$ cat config.mk
export PLATFORM = sky130hd
export DESIGN_NAME = io_byte_loader
export DESIGN_NICKNAME = d
export VERILOG_FILES = /design/src/rtl/io_byte_loader.sv
export SDC_FILE = /design/constraint.sdc
export NUM_CORES = 1
export LEC_CHECK = 0
export BUFFER_PORTS_ARGS = -buffer_cell sky130_fd_sc_hd__buf_4
export CAP_MARGIN = 40
export CELL_PAD_IN_SITES_DETAIL_PLACEMENT = 1
export CELL_PAD_IN_SITES_GLOBAL_PLACEMENT = 2
export CORE_MARGIN = 4
export CORE_UTILIZATION = 40
export CTS_CLUSTER_SIZE = 24
export DETAILED_ROUTE_END_ITERATION = 10
export HOLD_SLACK_MARGIN = 0.06
export PLACE_DENSITY_LB_ADDON = 0.1
export RECOVER_POWER = 50
export REMOVE_ABC_BUFFERS = 1
export SLEW_MARGIN = 20
export SYNTH_ARGS = -nofsm -noshare
export SYNTH_HDL_FRONTEND = slang
export SYNTH_SLANG_ARGS = --single-unit
$ cat constraint.sdc
create_clock -name wb_clk_i -period 5.2 [get_ports wb_clk_i]
set_clock_uncertainty 0.05 [all_clocks]
set_input_delay 1.3 -clock wb_clk_i [delete_from_list [all_inputs] [get_ports wb_clk_i]]
set_output_delay 1.3 -clock wb_clk_i [all_outputs]
set_load 0.03 [all_outputs]
$ cat src/rtl/io_byte_loader.sv
// Pad-side byte loader: synchronizes a strobed 8-bit pad bus, pairs bytes into
// 16-bit words and buffers them in a small FIFO with a valid/ready output.
module io_byte_loader #(
  parameter int DEPTH       = 4,
  parameter int SYNC_STAGES = 2
) (
  input  logic                     wb_clk_i,
  input  logic                     wb_rst_n,
  input  logic [7:0]               pad_data_i,
  input  logic                     pad_strb_i,
  output logic                     pad_ack_o,
  output logic [15:0]              word_o,
  output logic                     word_valid_o,
  input  logic                     word_ready_i,
  output logic [$clog2(DEPTH):0]   level_o,
  output logic                     overflow_o,
  input  logic                     clr_i
);

  localparam int            AW      = $clog2(DEPTH);
  localparam logic [AW:0]   PTR_ONE = 1;

  logic [SYNC_STAGES-1:0][7:0] r_data_sync;
  logic [SYNC_STAGES-1:0]      r_strb_sync;
  logic                        r_strb_d;
  logic                        r_phase;
  logic [7:0]                  r_low;
  logic                        r_ack;
  logic                        r_overflow;
  logic [AW:0]                 r_wr_ptr;
  logic [AW:0]                 r_rd_ptr;
  logic [15:0]                 r_mem [DEPTH];

  logic       w_edge;
  logic       w_cap;
  logic [7:0] w_byte;
  logic       w_push_req;
  logic       w_empty;
  logic       w_full;
  logic       w_pop;
  logic       w_push;
  logic       w_drop;

  // The synchronizers keep running through clr_i so the strobe edge history stays valid.
  always_ff @(posedge wb_clk_i or negedge wb_rst_n) begin
    if (!wb_rst_n) begin
      r_data_sync <= '0;
      r_strb_sync <= '0;
      r_strb_d    <= 1'b0;
    end else begin
      // NOTE: non-blocking assignments let every stage sample the previous stage's old value.
      r_data_sync <= {r_data_sync[SYNC_STAGES-2:0], pad_data_i};
      r_strb_sync <= {r_strb_sync[SYNC_STAGES-2:0], pad_strb_i};
      r_strb_d    <= r_strb_sync[SYNC_STAGES-1];
    end
  end

  assign w_edge     = r_strb_sync[SYNC_STAGES-1] & ~r_strb_d;
  assign w_byte     = r_data_sync[SYNC_STAGES-1];
  assign w_cap      = w_edge & ~clr_i;
  assign w_push_req = w_cap & r_phase;

  assign w_empty = (r_wr_ptr == r_rd_ptr);
  assign w_full  = (r_wr_ptr[AW] != r_rd_ptr[AW]) &&
                   (r_wr_ptr[AW-1:0] == r_rd_ptr[AW-1:0]);
  assign w_pop   = ~w_empty & word_ready_i & ~clr_i;
  assign w_push  = w_push_req & (~w_full | w_pop);
  assign w_drop  = w_push_req & w_full & ~w_pop;

  always_ff @(posedge wb_clk_i or negedge wb_rst_n) begin
    if (!wb_rst_n) begin
      r_phase    <= 1'b0;
      r_low      <= 8'h00;
      r_ack      <= 1'b0;
      r_overflow <= 1'b0;
      r_wr_ptr   <= '0;
      r_rd_ptr   <= '0;
    end else begin
      if (w_cap) begin
        r_ack <= ~r_ack;
      end
      if (clr_i) begin
        r_phase    <= 1'b0;
        r_low      <= 8'h00;
        r_overflow <= 1'b0;
        r_wr_ptr   <= '0;
        r_rd_ptr   <= '0;
      end else begin
        if (w_cap) begin
          r_phase <= ~r_phase;
          if (!r_phase) begin
            r_low <= w_byte;
          end
        end
        if (w_drop) begin
          r_overflow <= 1'b1;
        end
        if (w_push) begin
          r_wr_ptr <= r_wr_ptr + PTR_ONE;
        end
        if (w_pop) begin
          r_rd_ptr <= r_rd_ptr + PTR_ONE;
        end
      end
    end
  end

  // NOTE: the storage is reset because word_o reads it directly and must be 0 out of reset.
  always_ff @(posedge wb_clk_i or negedge wb_rst_n) begin
    if (!wb_rst_n) begin
      for (int i = 0; i < DEPTH; i++) begin
        r_mem[i] <= 16'h0000;
      end
    end else if (w_push) begin
      r_mem[r_wr_ptr[AW-1:0]] <= {w_byte, r_low};
    end
  end

  assign pad_ack_o    = r_ack;
  assign word_o       = r_mem[r_rd_ptr[AW-1:0]];
  assign word_valid_o = ~w_empty;
  assign level_o      = r_wr_ptr - r_rd_ptr;
  assign overflow_o   = r_overflow;

endmodule

==> run summary, run 1 <==
DRT iter0 DRCs: 65
Place WS: 1.88 ns
Worst R2R Setup Slack: 2.50 ns
Hold-fix buffers, CTS: 0
Pwr Total: 1.67 mW
Pint: 1.16 mW
Synth-to-Final Area Change: 15.2%
Yosys cell types: 30
Top FF cell, synth: dfrtp_1
Sequential share of power: 0.516
Rel. slew slack: -0.267
Postcts setup bufs: 0
Core area: 10300 um^2
Max Clk Rate: 0.292 GHz
Share of total power in combinational logic: 0.207
CP arrival: 2.07 ns
Gr usage total: 0.143
Vias in the first global route: 2578
Pwr per Cell Area: 340 nW/um^2
Final period util: 0.658
Synthesized instance count: 259
Max Cap Viol: 1
Post-synth ARST share: 1.00
Worst R2R End: r_mem[4]
Worst Max-Slew Pin Slew: 1.90 ns
Setup crit end kind: output pin
Psw: 508 uW
CP startpoint: r_rd_ptr[0]
Placement row count: 37
Residual DRC: 0
Gp weighted congestion: 0.679
Resized Gates After CTS: 0
Congestion Overflow GR: 0
Ports: 35
Die width: 111 um
Worst hold path class: register to register
Ys Warns: 0
Setup TNS: 0 ns
Wire length per cell: 18.6 um
Clk_lat worst skew: 0.36 ns
FF-to-FF Start: r_rd_ptr[1]
HPWL after DPL: 5600 um
Startpoint type of the worst setup path: register
CTS H-Tree Depth: 3
Violated checks: capacitance limit, slew limit
Leak: 2.35 nW
Post-synthesis sequential area ratio: 0.588
Initial core utilization: 0.412
Final Setup Violations: 0
Final max-slew violation count: 33
Syn Area/Cell: 16.4 um^2
Run status: complete, but fails checks
Final worst setup slack: 1.78 ns
CTS max path bufs: 2
Crit Path Class: register to output pin
Worst-path fanout max: 15
Clk root buf: clkbuf_8
Clock power share: 0.277
Cells on worst reg2reg path: 6
CTS sink cnt: 100
NumNets Final: 324
Drt via density: 5.09
CTS tree: done
Global-route wire length before repair: 13800 um
Worst vdd ir: 0.000138 V
Final min period: 3.42 ns
Hold Vio Cnt, Final: 0
TritonRoute pass-1 iters: 4
Antenna diodes: 0
Sw frac: 0.305
Die span in y: 111 um
Minimum hold slack: 0.307 ns
Worst EP required: 3.85 ns
Vias: 2258
Number of I/O port buffers: 34
Die Area: 12400 um^2
WL final: 8240 um
Worst-path clk slew: 0.09 ns
Share of cells above drive strength 1: 0.481
Cell area after synthesis: 4260 um^2
Initial antenna violation count: 0
Antenna viol nets, final: 0
RSZ-0062 raised after global routing: no
Num CTS Buffers: 9
Synth Register Bits: 100
Post-synth EDFFs: 0
Worst setup endpoint: word_o[0]
Largest net degree at the start of global routing: 36
## worst min-delay path by stage
stage,start,end,slack (ns),depth (start not counted)
2_1_floorplan,r_strb_sync[0],r_strb_sync[1],0.28,0
3_3_place_gp,r_data_sync[4],w_byte[4],0.28,0
3_5_place_dp,r_data_sync[1],w_byte[1],0.29,0
4_1_cts,r_data_sync[3],w_byte[3],0.31,0
5_1_grt,r_data_sync[3],w_byte[3],0.32,0
6_report,r_data_sync[4],w_byte[4],0.31,0
## stage by stage
stage	cell area, um^2	utilization	std cells
6_report	4900	0.475	444
5_1_grt	4900	0.475	444
4_1_cts	4910	0.476	444
3_5_place_dp	4730	0.458	428
3_3_place_gp	4640	0.449	420
2_1_floorplan	4180	-	247
## area by class of cell
type	instances	area, um^2
inverter	8	30.0
multi-input combinational	139	1660
sequential	100	2500
timing repair buffer	45	367
fill	1024	5420
clock inverter	6	51.3
tap	136	170
clock buffer	10	128
## sequential cells by signal, indices dropped and copies added (netlist names)
| signal | cells |
|---|---|
| pad_ack_o | 1 |
| r_wr_ptr | 3 |
| r_rd_ptr | 3 |
| r_mem | 64 |
| r_strb_d | 1 |
| r_low | 8 |
| w_byte | 8 |
| r_data_sync | 8 |
| r_phase | 1 |
| overflow_o | 1 |
| r_strb_sync | 2 |
## layout by cell type (no fill, tap or decap), drive strengths merged
cell     Yosys  routed
ha           7       7
a22o         1       1
nand3        1       1
xnor2        3       3
buf          8      34
a31oi        1       1
clkbuf       4      21
mux2i       11      11
o31ai        1       1
and2         1       1
nand2        5       5
nor2b        3       3
o2111ai      1       1
nor3         1       1
fa           1       1
nor3b        1       1
nor4bb       1       1
xor2         1       1
clkinv       0       1
inv          8      13
nor2        11      11
o311ai       5       5
dfrtp      100     100
mux4        16      16
a211o        1       1
mux2        66      66
## critical path: stages, from the launching register on
cell	delay (ns)
dfrtp_1	0.57
buf_4	0.38
mux4_2	0.58
buf_4	0.19
## kinds of logic (layout without fill, tap and decap cells)
logic type,count (synthesis),after routing,share of synthesized area
buf+inv,20,69,0.0256
compound gates,10,10,0.0362
fa+ha+maj,8,8,0.0253
flops,100,100,0.588
mux,93,93,0.285
xor+xnor,4,4,0.0126
simple gates,24,24,0.0271
## synthesized netlist by cell type, types with 2 or more instances
cell,number,area [um^2]
dfrtp_1,100,2500
mux2i_1,11,110
xnor2_1,2,17.5
o311ai_4,4,105
nor2b_1,3,18.8
mux4_2,16,360
ha_1,7,87.6
inv_1,8,30.0
nand2_1,4,15.0
nor2_1,11,41.3
mux2_2,66,743
clkbuf_1,4,15.0
buf_2,3,15.0
buf_6,4,45.0
## power by group through the flow
stage / Clock [mW] / Sequential (mW) / Combinational [mW]
2_1_floorplan: 0 / 0.882 / 0.212
3_3_place_gp: 0 / 0.876 / 0.344
3_5_place_dp: 0 / 0.877 / 0.354
4_1_cts: 0.492 / 0.862 / 0.355
5_1_grt: 0.527 / 0.869 / 0.372
6_report: 0.463 / 0.861 / 0.345
## per-layer routing
layer,share of wire,track usage,vias up
met5,0,0,-
met4,0.0084,0.0341,0
met3,0.029,0.0382,6
met2,0.52,0.247,30
met1,0.44,0.180,1196
li1,-,-,1026
Power figures use the tool's default switching activity.
==> inputs of run 2 (changes only) <==
Clock period 5.2 ns to 3.47 ns, I/O delays scaled along.
==> run 2 against run 1 <==
  * The run now ends clean
  * Hold slack worse by 0.011 ns
  * Sequential share of layout area increased by 0.21 points
  * Routed wire length down 1.2%
  * Global-route usage up 0.16 points
  * Critical path depth unchanged
  * Highest routed layer unchanged
  * Via count decreased by 0.75%
  * Non-clock buffer count stayed put
  * Setup slack lost 1.2 ns
  * Register-to-register slack got worse by 1.4 ns
  * Flip-flop and latch count did not move
  * Clock power grew 50%
==> run summary, run 2 (synthesis gave the netlist of run 1 again) <==
Max Clk Rate: 0.344 GHz
CP max stage delay: 0.64 ns (was 0.58 ns)
Gr usage total: 0.145 (was 0.143)
Commonest non-fill, non-tap cell in the layout: dfrtp_1 (unchanged)
Leak: 2.34 nW (was 2.35 nW)
Worst hold path class: register to register (unchanged)
Largest Register: r_mem (unchanged)
Clk_lat worst skew: 0.36 ns (about the same)
Setup TNS: 0 ns (unchanged)
Resized Gates After CTS: 0 (unchanged)
Cell mode on critical path: buf_4 (unchanged)
CP max stage cell: dfrtp_1 (was mux4_2)
Initial antenna violation count: 0 (unchanged)
Hold Path Cell Cnt: 0 (unchanged)
Gp weighted congestion: 0.673 (was 0.679)
Max Cap Viol: 0 (was 1)
Cells on worst reg2reg path: 5 (was 6)
Setup crit end kind: output pin (unchanged)
CTS max path bufs: 2 (unchanged)
Hold Vio Cnt, Final: 0 (unchanged)
Hold Crit Start: r_data_sync[6] (was r_data_sync[4])
Worst vdd ir: 0.000206 V (was 0.000138 V)
Die Area: 12400 um^2 (unchanged)
Number of I/O port buffers: 34 (unchanged)
Share of cells above drive strength 1: 0.487 (was 0.481)
Die width: 111 um (unchanged)
Postcts setup bufs: 0 (unchanged)
NumNets Final: 324 (unchanged)
Final Setup Violations: 0 (unchanged)
Worst-path fanout max: 10 (was 15)
CTS sink cnt: 100 (unchanged)
Ports: 35 (unchanged)
Clk root buf: clkbuf_8 (unchanged)
CP arrival: 1.99 ns (was 2.07 ns)
RSZ-0062 raised after global routing: no (unchanged)
Initial core utilization: 0.412 (unchanged)
Antenna diodes: 0 (unchanged)
HPWL after DPL: 5150 um (was 5600 um)
FF-to-FF Start: r_rd_ptr[0] (was r_rd_ptr[1])
CP delay by family, top: flip-flops (was multiplexers)
Worst-path clk slew: 0.10 ns (was 0.09 ns)
Global-route wire length before repair: 14000 um (was 13800 um)
Startpoint type of the worst setup path: register (unchanged)
Fillers: 1014 (was 1024)
Residual DRC: 0 (unchanged)
Rel. slew slack: 0.603 (was -0.267)
DRT iter0 DRCs: 69 (was 65)
Crit path buf inv count: 2 (unchanged)
Synth-to-Final Area Change: 14.8% (was 15.2%)
Final core occ: 0.473 (was 0.475)
Core area: 10300 um^2 (unchanged)
Hold-fix buffers, CTS: 0 (unchanged)
CTS H-Tree Depth: 3 (unchanged)
Max reg flops: 64 (unchanged)
TritonRoute pass-1 iters: 4 (unchanged)
Congestion Overflow GR: 0 (unchanged)
Vias: 2241 (was 2258)
Crit-path cells: buf_4, mux4_2, buf_4 (unchanged)
Worst R2R Setup Slack: 1.08 ns (was 2.50 ns)
Worst EP required: 2.55 ns (was 3.85 ns)
Placement row count: 37 (unchanged)
Worst Max-Slew Pin Slew: 0.592 ns (was 1.90 ns)
Wire length per cell: 18.3 um (was 18.6 um)
Vias in the first global route: 2505 (was 2578)
CTS tree: done (unchanged)
WL final: 8150 um (was 8240 um)
Drt via density: 5.05 (was 5.09)
Final max-slew violation count: 0 (was 33)
Final min period: 2.91 ns
Crit Path Class: register to output pin (unchanged)
Num CTS Buffers: 9 (unchanged)
Pwr per Cell Area: 513 nW/um^2 (was 340 nW/um^2)
Worst R2R End: r_mem[4] (unchanged)
Final period util: 0.839
Hold EP: w_byte[6] (was w_byte[4])
Antenna viol nets, final: 0 (unchanged)
Largest net degree at the start of global routing: 101 (was 36)
Commonest non-fill, non-tap cells in the layout: 100 x dfrtp_1, 66 x mux2_2, 34 x buf_4 (was 100 x dfrtp_1, 66 x mux2_2, 27 x buf_4)
Die span in y: 111 um (unchanged)
Run status: finished clean (was complete, but fails checks)
-- run 2: per-stage QoR --
stage | cell area, um^2 | total power [mW] | cells | hold slack (ns) | worst slack (ns)
2_1_floorplan | 4180 | 1.64 | 247 | 0.281 | 0.266
3_3_place_gp | 4700 | 1.84 | 427 | 0.283 | 0.917
3_5_place_dp | 4710 | 1.85 | 428 | 0.286 | 0.884
4_1_cts | 4890 | 2.56 | 444 | 0.300 | 0.462
5_1_grt | 4880 | 2.65 | 444 | 0.313 | 0.369
6_report | 4880 | 2.50 | 444 | 0.296 | 0.560
-- run 2: area by class of cell --
cell class	instances	area (um^2)	share of cell area
flip-flops and latches	100	2500	0.512
multi-input cells	139	1660	0.339
repair buffers	45	347	0.0710
well taps	136	170	0.0348
clock buffers	9	124	0.0254
clock inverters	7	55.1	0.0113
inverters	8	30.0	0.00615
-- run 2: how the worst max path moves through the flow --
stage | start | endpoint | slack [ns] | cells after the start
floorplan | clr_i | r_mem[0] | 0.27 | 3
global placement | r_rd_ptr[0] | word_o[4] | 0.92 | 3
detailed placement | r_rd_ptr[0] | word_o[0] | 0.88 | 3
CTS | r_rd_ptr[0] | word_o[0] | 0.46 | 3
global route | r_rd_ptr[0] | word_o[14] | 0.37 | 3
finish | r_rd_ptr[0] | word_o[0] | 0.56 | 3
-- run 2: per-layer routing --
layer,global-route usage,routed length [um],up-vias
met2,0.232,4090,29
li1,-,-,1029
met5,0,0,-
met1,0.196,3720,1177
met3,0.0388,246,6
met4,0.0389,82,0
-- run 2: worst reg2reg max path, stage by stage, from the launching register on --
cell,delay [ns]
dfrtp_1,0.55
ha_1,0.45
nand2_2,0.20
o311ai_4,0.30
buf_4,0.34
mux2_2,0.38
-- run 2: power by group --
part	leakage, nW	internal (mW)	switching (mW)	total [mW]
Clock	0.0923	0.271	0.421	0.693
Combinational	0.914	0.229	0.288	0.518
Sequential	1.33	1.24	0.0561	1.29
Total	2.34	1.74	0.766	2.50
